===== config.mk =====
export PLATFORM = sky130hd
export DESIGN_NAME = image_arith
export DESIGN_NICKNAME = d
export VERILOG_FILES = /design/src/rtl/image_pkg.sv /design/src/rtl/pix_alu.sv /design/src/rtl/image_arith.sv
export SDC_FILE = /design/constraint.sdc
export NUM_CORES = 1
export LEC_CHECK = 0
export CAP_MARGIN = 10
export CORE_MARGIN = 2
export CORE_UTILIZATION = 34
export DETAILED_ROUTE_END_ITERATION = 7
export SLEW_MARGIN = 20
export SYNTH_ARGS = -nofsm -noshare
export SYNTH_HDL_FRONTEND = slang
export SYNTH_SLANG_ARGS = --single-unit

===== constraint.sdc =====
create_clock -name clk -period 8.9 [get_ports clk]
set_input_delay 1.78 -clock clk [delete_from_list [all_inputs] [get_ports clk]]
set_output_delay 1.78 -clock clk [all_outputs]
set_load 0.005 [all_outputs]

===== src/rtl/image_pkg.sv =====
// Shared mode encodings and FSM state type for the image arithmetic block.
package image_pkg;

  typedef enum logic [1:0] {
    MODE_SAT_ADD  = 2'b00,
    MODE_WRAP_ADD = 2'b01,
    MODE_ABS_DIFF = 2'b10,
    MODE_AVG      = 2'b11
  } mode_e;

  typedef enum logic [1:0] {
    StIdle = 2'b00,
    StLoad = 2'b01,
    StProc = 2'b10,
    StDone = 2'b11
  } state_e;

endpackage


===== src/rtl/pix_alu.sv =====
// Combinational per-pixel arithmetic: saturating add, modulo add, absolute difference, average.
module pix_alu
  import image_pkg::*;
#(
  parameter int unsigned PIX_W = 8
) (
  input  logic [PIX_W-1:0] a_i,
  input  logic [PIX_W-1:0] b_i,
  input  mode_e            mode_i,
  output logic [PIX_W-1:0] res_o
);

  logic [PIX_W:0] sum;

  always_comb begin
    sum   = {1'b0, a_i} + {1'b0, b_i};
    res_o = '0;
    unique case (mode_i)
      MODE_SAT_ADD:  res_o = sum[PIX_W] ? '1 : sum[PIX_W-1:0];
      MODE_WRAP_ADD: res_o = sum[PIX_W-1:0];
      MODE_ABS_DIFF: res_o = (a_i >= b_i) ? (a_i - b_i) : (b_i - a_i);
      MODE_AVG:      res_o = sum[PIX_W:1];
      default:       res_o = '0;
    endcase
  end

endmodule


===== src/rtl/image_arith.sv =====
// Loads two images pixel-pair by pixel-pair, combines them into a result image, and exposes
// the result through a registered read port.
module image_arith
  import image_pkg::*;
#(
  parameter int unsigned PIX_W  = 8,
  parameter int unsigned DEPTH  = 64,
  parameter int unsigned ADDR_W = $clog2(DEPTH)
) (
  input  logic              clk,
  input  logic              reset,
  input  logic              start,
  input  logic [1:0]        mode,
  input  logic              in_valid,
  output logic              in_ready,
  input  logic [PIX_W-1:0]  pix_a,
  input  logic [PIX_W-1:0]  pix_b,
  output logic              busy,
  output logic              done,
  input  logic [ADDR_W-1:0] rd_addr,
  output logic [PIX_W-1:0]  rd_data
);

  localparam logic [ADDR_W-1:0] LastAddr = ADDR_W'(DEPTH - 1);

  state_e            state_q, state_d;
  mode_e             mode_q, mode_d;
  logic [ADDR_W-1:0] ld_cnt_q, ld_cnt_d;
  logic [ADDR_W-1:0] pr_cnt_q, pr_cnt_d;
  logic              issued_q, issued_d;
  logic              wr_en_q;
  logic [ADDR_W-1:0] wr_addr_q;
  logic              done_q, done_d;
  logic [PIX_W-1:0]  rd_data_q;

  logic [PIX_W-1:0]  mem_a [DEPTH];
  logic [PIX_W-1:0]  mem_b [DEPTH];
  logic [PIX_W-1:0]  mem_r [DEPTH];
  logic [PIX_W-1:0]  a_q, b_q, alu_res;

  logic accept;
  logic issue;

  assign in_ready = (state_q == StLoad);
  assign busy     = (state_q == StLoad) || (state_q == StProc);
  assign done     = done_q;
  assign rd_data  = rd_data_q;
  assign accept   = in_ready && in_valid;
  // One address per PROC cycle until all DEPTH addresses have been issued.
  assign issue    = (state_q == StProc) && !issued_q;

  always_comb begin
    state_d  = state_q;
    mode_d   = mode_q;
    ld_cnt_d = ld_cnt_q;
    pr_cnt_d = pr_cnt_q;
    issued_d = issued_q;
    done_d   = 1'b0;
    unique case (state_q)
      StIdle, StDone: begin
        if (start) begin
          state_d  = StLoad;
          mode_d   = mode_e'(mode);
          ld_cnt_d = '0;
          pr_cnt_d = '0;
          issued_d = 1'b0;
        end
      end
      StLoad: begin
        if (accept) begin
          if (ld_cnt_q == LastAddr) begin
            state_d  = StProc;
            ld_cnt_d = '0;
            pr_cnt_d = '0;
            issued_d = 1'b0;
          end else begin
            ld_cnt_d = ld_cnt_q + 1'b1;
          end
        end
      end
      StProc: begin
        if (issue) begin
          pr_cnt_d = pr_cnt_q + 1'b1;
          if (pr_cnt_q == LastAddr) issued_d = 1'b1;
        end
        if (wr_en_q && (wr_addr_q == LastAddr)) begin
          state_d = StDone;
          done_d  = 1'b1;
        end
      end
      default: state_d = StIdle;
    endcase
  end

  always_ff @(posedge clk or negedge reset) begin
    if (!reset) begin
      state_q   <= StIdle;
      mode_q    <= MODE_SAT_ADD;
      ld_cnt_q  <= '0;
      pr_cnt_q  <= '0;
      issued_q  <= 1'b0;
      wr_en_q   <= 1'b0;
      wr_addr_q <= '0;
      done_q    <= 1'b0;
      rd_data_q <= '0;
    end else begin
      state_q   <= state_d;
      mode_q    <= mode_d;
      ld_cnt_q  <= ld_cnt_d;
      pr_cnt_q  <= pr_cnt_d;
      issued_q  <= issued_d;
      wr_en_q   <= issue;
      wr_addr_q <= pr_cnt_q;
      done_q    <= done_d;
      rd_data_q <= mem_r[rd_addr];
    end
  end

  // Arrays carry no reset; their contents are only meaningful once rewritten by a job.
  always_ff @(posedge clk) begin
    if (accept) begin
      mem_a[ld_cnt_q] <= pix_a;
      mem_b[ld_cnt_q] <= pix_b;
    end
    a_q <= mem_a[pr_cnt_q];
    b_q <= mem_b[pr_cnt_q];
    if (wr_en_q) mem_r[wr_addr_q] <= alu_res;
  end

  pix_alu #(
    .PIX_W (PIX_W)
  ) u_pix_alu (
    .a_i    (a_q),
    .b_i    (b_q),
    .mode_i (mode_q),
    .res_o  (alu_res)
  );

endmodule


==> out/results.tsv, run 1 <==
stage	metric	value	unit
status	status	finished, final reports clean	
synth	mapped cell area	61800	sq um
place	Placed Cells	5071	
place	Port-buffer cells	38	
power	worst vdd ir	0.000465	V
synth	Main synth FF type	edfxtp_1	
synth	flops & latches, synth	1585	
place	Placement Cell Area	65200	sq um
die	Chip Height	430	um
grt	first-pass GRT wire length	206000	um
synth	sequential share of the synthesized area	76.5	%
die	initial core utilization	34.2	%
timing	setup repair after global routing missed its margin	no	
timing	Final Setup Violations	0	
place	Final Wtd Congestion	0.812	
critical_path	Setup Crit Path Kind	register to output pin	
grt	initial antenna violation count	1	
grt	largest net degree at the start of global routing	142	
clock_network	post-CTS sizing	0	
die	core area	181000	sq um
synth	top cell type by total area after synthesis	edfxtp_1	
timing	fin crit share	48.1	%
critical_path	WP data required	7120	ps
drt	DRT iter0 DRCs	3023	
grt	vias in the first global route	28500	
layout	Layout Cells excl Fill	5356	
synth	yosys warns	0	
drt	vias per inst	5.24	
clock_network	buffer count from post-CTS setup fixing	0	
synth	share of the synthesized area in the top cell type	74.6	%
synth	dominant cells by area after synthesis	edfxtp_1 (75%), mux4_2 (17%), dfrtp_1 (1.3%), nor2_1 (0.98%), ha_1 (0.57%)	
clock_network	H-tree levels	4	
critical_path	Register-to-Register Path Depth	9	
place	hpwl dp	82200	um
layout	fin nets	2917	
synth	Synth cell types	58	
die	die area	185000	sq um
synth	Mapped Cells	2751	
synth	average cell area after synthesis	22.5	sq um
synth	count leader, synth	edfxtp_1	
synth	asr flop ratio synth	2.08	%
drt	DR pass1 iterations	5	
layout	Area Growth Syn to Fin	13.8	%
clock_network	clock latency on the worst-skew pair	780	ps
timing	worst slew pin tran	1110	ps
min_path	Hold Path End	state_q[1]	
critical_path	r2r endpoint	mem_r[49][2]	
clock_network	CTS Sinks	1585	
drt	WL/cell	26.3	um
critical_path	Arrival @ worst endpoint	2500	ps
timing	Min Clock Period, post-route	4280	ps
grt	total grt overflow	0	
clock_network	CTS max path bufs	3	
clock_network	CTS buffer count	155	
layout	share of cells above drive strength 1	29.4	%
synth	Commonest cells post-synth	edfxtp_1 (1536), mux4_2 (477), nor2_1 (162)	
timing	clock skew	26.5	ps
timing	final count of hold timing violations	0	
timing	Setup Total Neg Slack	0	ps
clock_network	clk root buf	clkbuf_16	
drt	Antenna Nets Post-Route	0	
critical_path	crit path launch type	register	
die	die width	430	um
clock_network	hold buffer count at CTS	0	
synth	number of synthesized flops with an enable pin	1536	
drt	WL final	141000	um
min_path	hold_sp	state_q[1]	
synth	Mapped Nets	2810	
job	number of max-cap violations	0	
drt	via count	28000	
power	Final Power	0.0204	W
grt	GRT Overall Usage	15.2	%
layout	fin area	70300	sq um
critical_path	Crit Path Max Fanout	13	
min_path	HP Class	register to register	
clock_network	clock-pin slew on the worst setup and hold paths	60	ps
critical_path	Worst R2R Setup Slack	4840	ps
drt	residual DRC count	0	
die	I/O pins	39	
timing	Max Clock Freq	234	MHz
critical_path	crit end category	output pin	
power	Pwr Density	290	nW/um^2
timing	max-slew violations	0	
power	Leak	21.2	nW
critical_path	worst r2r src	a_q[3]	
min_path	Hold Path Depth	2	
die	cell row count	156	
clock_network	CTS tree	built	
timing	slew margin rel.	25.8	%
[power by group]
group	internal (W)	leakage, nW	switching, W
logic	0.00122	4.30	0.00265
registers	0.00970	14.3	0.000167
clock network	0.00390	2.51	0.00276
total	0.0148	21.2	0.00557
[cell families after synthesis]
logic type | after synthesis | synth area share [%]
flops | 1585 | 76.5
simple gates | 306 | 2.27
compound gates | 151 | 1.60
buf+inv | 185 | 1.31
xor+xnor | 6 | 0.0851
fa+ha+maj | 31 | 0.664
mux | 487 | 17.6
[routing by layer]
| layer | vias to the layer above | share of wire, % | GRT usage [%] |
|---|---|---|---|
| met5 | - | 0 | 0 |
| met4 | 0 | 2.0 | 3.90 |
| met3 | 175 | 5.9 | 2.69 |
| met2 | 920 | 49 | 24.7 |
| met1 | 15100 | 43 | 21.4 |
| li1 | 11800 | - | - |
[area by class of cell]
cell class / count / area (sq um)
multi-input combinational: 981 / 14000
antenna: 1 / 2.50
sequential: 1585 / 47300
clock inverter: 92 / 960
inverter: 34 / 128
clock buffer: 192 / 4170
timing repair buffer: 101 / 807
fill: 15900 / 110000
tap: 2370 / 2970
[worst max-delay path, cell delays in order, from the launching register on]
cell	delay, ps
dfrtp_1	400
inv_1	80
ha_1	610
clkdlybuf4s50_1	630
[state kept, by name, summed over array words and instances, names as in the netlist]
| register | cells |
|---|---|
| mode_q | 2 |
| mem_r | 512 |
| issued_q | 1 |
| ld_cnt_q | 6 |
| a_q | 8 |
| mem_a | 512 |
| state_q | 2 |
| rd_data | 8 |
| mem_b | 512 |
| pr_cnt_q | 6 |
| done | 1 |
| wr_en_q | 1 |
| b_q | 8 |
| wr_addr_q | 6 |
[worst max-delay path by stage]
stage / startpoint / slack (ps) / end / cells past startpoint
6_report: state_q[1] / 4620 / in_ready / 3
5_1_grt: state_q[1] / 4500 / in_ready / 3
4_1_cts: state_q[1] / 4530 / in_ready / 3
3_5_place_dp: rd_addr[1] / 3870 / rd_data[7] / 6
3_3_place_gp: rd_addr[1] / 3960 / rd_data[7] / 6
2_1_floorplan: b_q[1] / 2510 / mem_r[0][3] / 8
[metrics by stage]
step	setup slack, ps	util (%)	hold slack (ps)
6_report	4620	38.9	590
5_1_grt	4500	38.9	617
4_1_cts	4530	38.9	584
3_5_place_dp	3870	36.1	571
3_3_place_gp	3960	36.0	543
2_1_floorplan	2510	-	349
[placed cells by master, fill, tap and decap left out, types with 5 or more instances in the layout]
| cell type | instances |
|---|---|
| a211oi_1 | 6 |
| a21boi_0 | 5 |
| a21o_1 | 8 |
| a21oi_1 | 27 |
| a22oi_1 | 29 |
| buf_2 | 16 |
| buf_4 | 63 |
| bufinv_16 | 20 |
| clkbuf_1 | 29 |
| clkbuf_16 | 161 |
| clkdlybuf4s50_1 | 18 |
| clkinv_1 | 38 |
| clkinv_2 | 24 |
| dfrtp_1 | 29 |
| dfxtp_1 | 16 |
| edfxtp_1 | 1536 |
| ha_1 | 28 |
| inv_1 | 34 |
| inv_6 | 7 |
| mux2_2 | 9 |
| mux4_2 | 477 |
| nand2_1 | 43 |
| nand2b_1 | 9 |
| nand3_1 | 23 |
| nand3b_1 | 9 |
| nand4_1 | 8 |
| nor2_1 | 91 |
| nor2_2 | 71 |
| nor2b_1 | 15 |
| nor3_1 | 6 |
| o21ai_0 | 26 |
| o22ai_1 | 17 |
| or3_1 | 6 |
(Power assumes the default switching activity.)
==> run 2: changes to the inputs <==
- clock period: 8.9 -> 3.4 ns (I/O delays scaled with it)
==> out/results.tsv, run 2 (same netlist as run 1, synthesis figures left out) <==
stage	metric	value	unit	change
status	status	finished, final reports clean		
critical_path	Setup crit start	b_q[1]		
layout	multi-input logic area	14000	sq um	-0.11%
die	cell row count	156		unchanged
place	Placed Cells	5251		+3.5%
job	number of max-cap violations	0		unchanged
clock_network	clk root buf	clkbuf_16		
layout	biggest regs	mem_a: 512 flops, mem_b: 512 flops, mem_r: 512 flops		
die	die area	185000	sq um	unchanged
drt	DRT iter0 DRCs	3050		+0.89%
clock_network	clock-pin slew on the worst setup and hold paths	60	ps	about the same
layout	Layout Cells excl Fill	5527		+3.2%
layout	Area Growth Syn to Fin	16.1	%	
timing	slew margin rel.	25.1	%	-0.68 points
clock_network	CTS tree	built		
drt	DR pass1 iterations	7		+2
timing	Fin Hold WS	62.4	ps	-528 ps
drt	WL/cell	25.6	um	-2.7%
critical_path	Crit Path Max Fanout	40		+27
timing	fin crit share	94.4	%	
critical_path	Setup Crit Path Kind	register to register		
timing	Min Clock Period, post-route	3210	ps	
drt	residual DRC count	0		unchanged
grt	grt met3 use	2.51	%	-0.18 points
min_path	HP Class	input pin to async pin		
timing	final count of hold timing violations	0		unchanged
grt	grt peak-use layer	met2		
die	I/O pins	39		unchanged
critical_path	WP data required	4010	ps	-3110 ps
die	initial core utilization	34.2	%	unchanged
grt	GR met1 Demand/Resource	20.9	%	-0.47 points
clock_network	H-tree levels	4		unchanged
critical_path	crit path launch type	register		
layout	sequential cell area	47300	sq um	unchanged
layout	commonest non-fill, non-tap cell in the layout	edfxtp_1		
layout	fin area	71700	sq um	+2.0%
grt	first-pass GRT wire length	206000	um	about the same
clock_network	clock latency on the worst-skew pair	780	ps	about the same
die	die width	430	um	unchanged
grt	largest net degree at the start of global routing	65		-54%
timing	Final Setup Violations	0		unchanged
layout	fillers	15900		-0.51%
grt	GRT Overall Usage	15.2	%	-0.023 points
clock_network	CTS Sinks	1585		unchanged
layout	share of cells above drive strength 1	32.7	%	+3.3 points
place	Port-buffer cells	38		unchanged
place	Final Wtd Congestion	0.799		-1.6%
place	Placement Cell Area	66900	sq um	+2.6%
drt	Antenna Nets Post-Route	0		unchanged
layout	commonest cells after routing, fill and taps aside	edfxtp_1 (1536), mux4_2 (477), buf_4 (210)		
clock_network	CTS buffer count	153		-1.3%
critical_path	crit end category	register		
timing	worst slew pin tran	1120	ps	+10.2 ps
grt	initial antenna violation count	2		+1
grt	total grt overflow	0		unchanged
clock_network	CTS max path bufs	3		unchanged
die	core area	181000	sq um	unchanged
grt	M2 GR Usage	25.3	%	+0.57 points
power	worst vdd ir	0.00107	V	+130%
drt	vias per inst	5.19		-0.88%
drt	WL final	142000	um	+0.38%
power	Leak	22.0	nW	+4.2%
die	Chip Height	430	um	unchanged
critical_path	worst r2r src	b_q[1]		
place	hpwl dp	86100	um	+4.7%
timing	Max Clock Freq	312	MHz	
clock_network	buffer count from post-CTS setup fixing	0		unchanged
timing	max-slew violations	0		unchanged
power	Pwr Density	744	nW/um^2	+160%
critical_path	Arrival @ worst endpoint	3820	ps	+1320 ps
layout	fin nets	3096		+6.1%
drt	via count	28700		+2.3%
grt	vias in the first global route	29300		+2.6%
timing	clock skew	19.0	ps	-7.49 ps
==> run 2: final cells by class <==
cell class / count / share of cell area, %
clock buffers: 190 / 5.71
clock inverters: 83 / 0.996
multi-input cells: 982 / 19.5
repair buffers: 281 / 3.53
well taps: 2370 / 4.13
flip-flops and latches: 1585 / 65.9
diodes: 2 / 0.00698
inverters: 34 / 0.178
==> run 2: where the power goes <==
part           switching (W)  internal, W
sequential          0.000306       0.0253
combinational        0.00713      0.00405
clock                0.00716      0.00938
total                 0.0146       0.0387
==> run 2: timing repair <==
action	4_1_cts	5_1_grt
resized for setup	0	4
hold buffers	0	0
setup endpoints to repair	0	104
==> run 2: path summary, 6_finish.rpt <==
kind	end	slack [ps]	cells past startpoint
worst min-delay path	rd_data[5]	60	1
worst min register to register	state_q[1]	570	2
worst max-delay path	mem_r[27][2]	190	10
worst max register to register	mem_r[27][2]	190	10
max in group asynchronous	pr_cnt_q[0]	2540	1
min in group clk	mem_a[51][2]	380	1
==> run 2: stage by stage <==
step	TNS [ps]	util, %	setup slack, ps	power (W)
detailed placement	0	37.0	192	0.0373
CTS	0	39.7	169	0.0538
global route	-1350	39.7	-41.1	0.0555
floorplan	0	-	15.1	0.0326
global placement	0	37.0	250	0.0370
finish	0	39.7	191	0.0533
==> run 2: worst max-delay path, cell delays in order (launching register included) <==
cell and delay, ps:
dfxtp_1 440, inv_1 120, fa_1 460, nand3_1 170, a31oi_1 120, a211oi_2 270, buf_4 190, mux2i_1 310
o311ai_4 200, a21oi_4 480, buf_12 250
==> run 2: per-layer routing <==
metal,up-vias,share of wire (%)
met1,15500,43
met2,873,50
met4,0,1.9
li1,12200,-
met3,177,5.7
met5,-,0
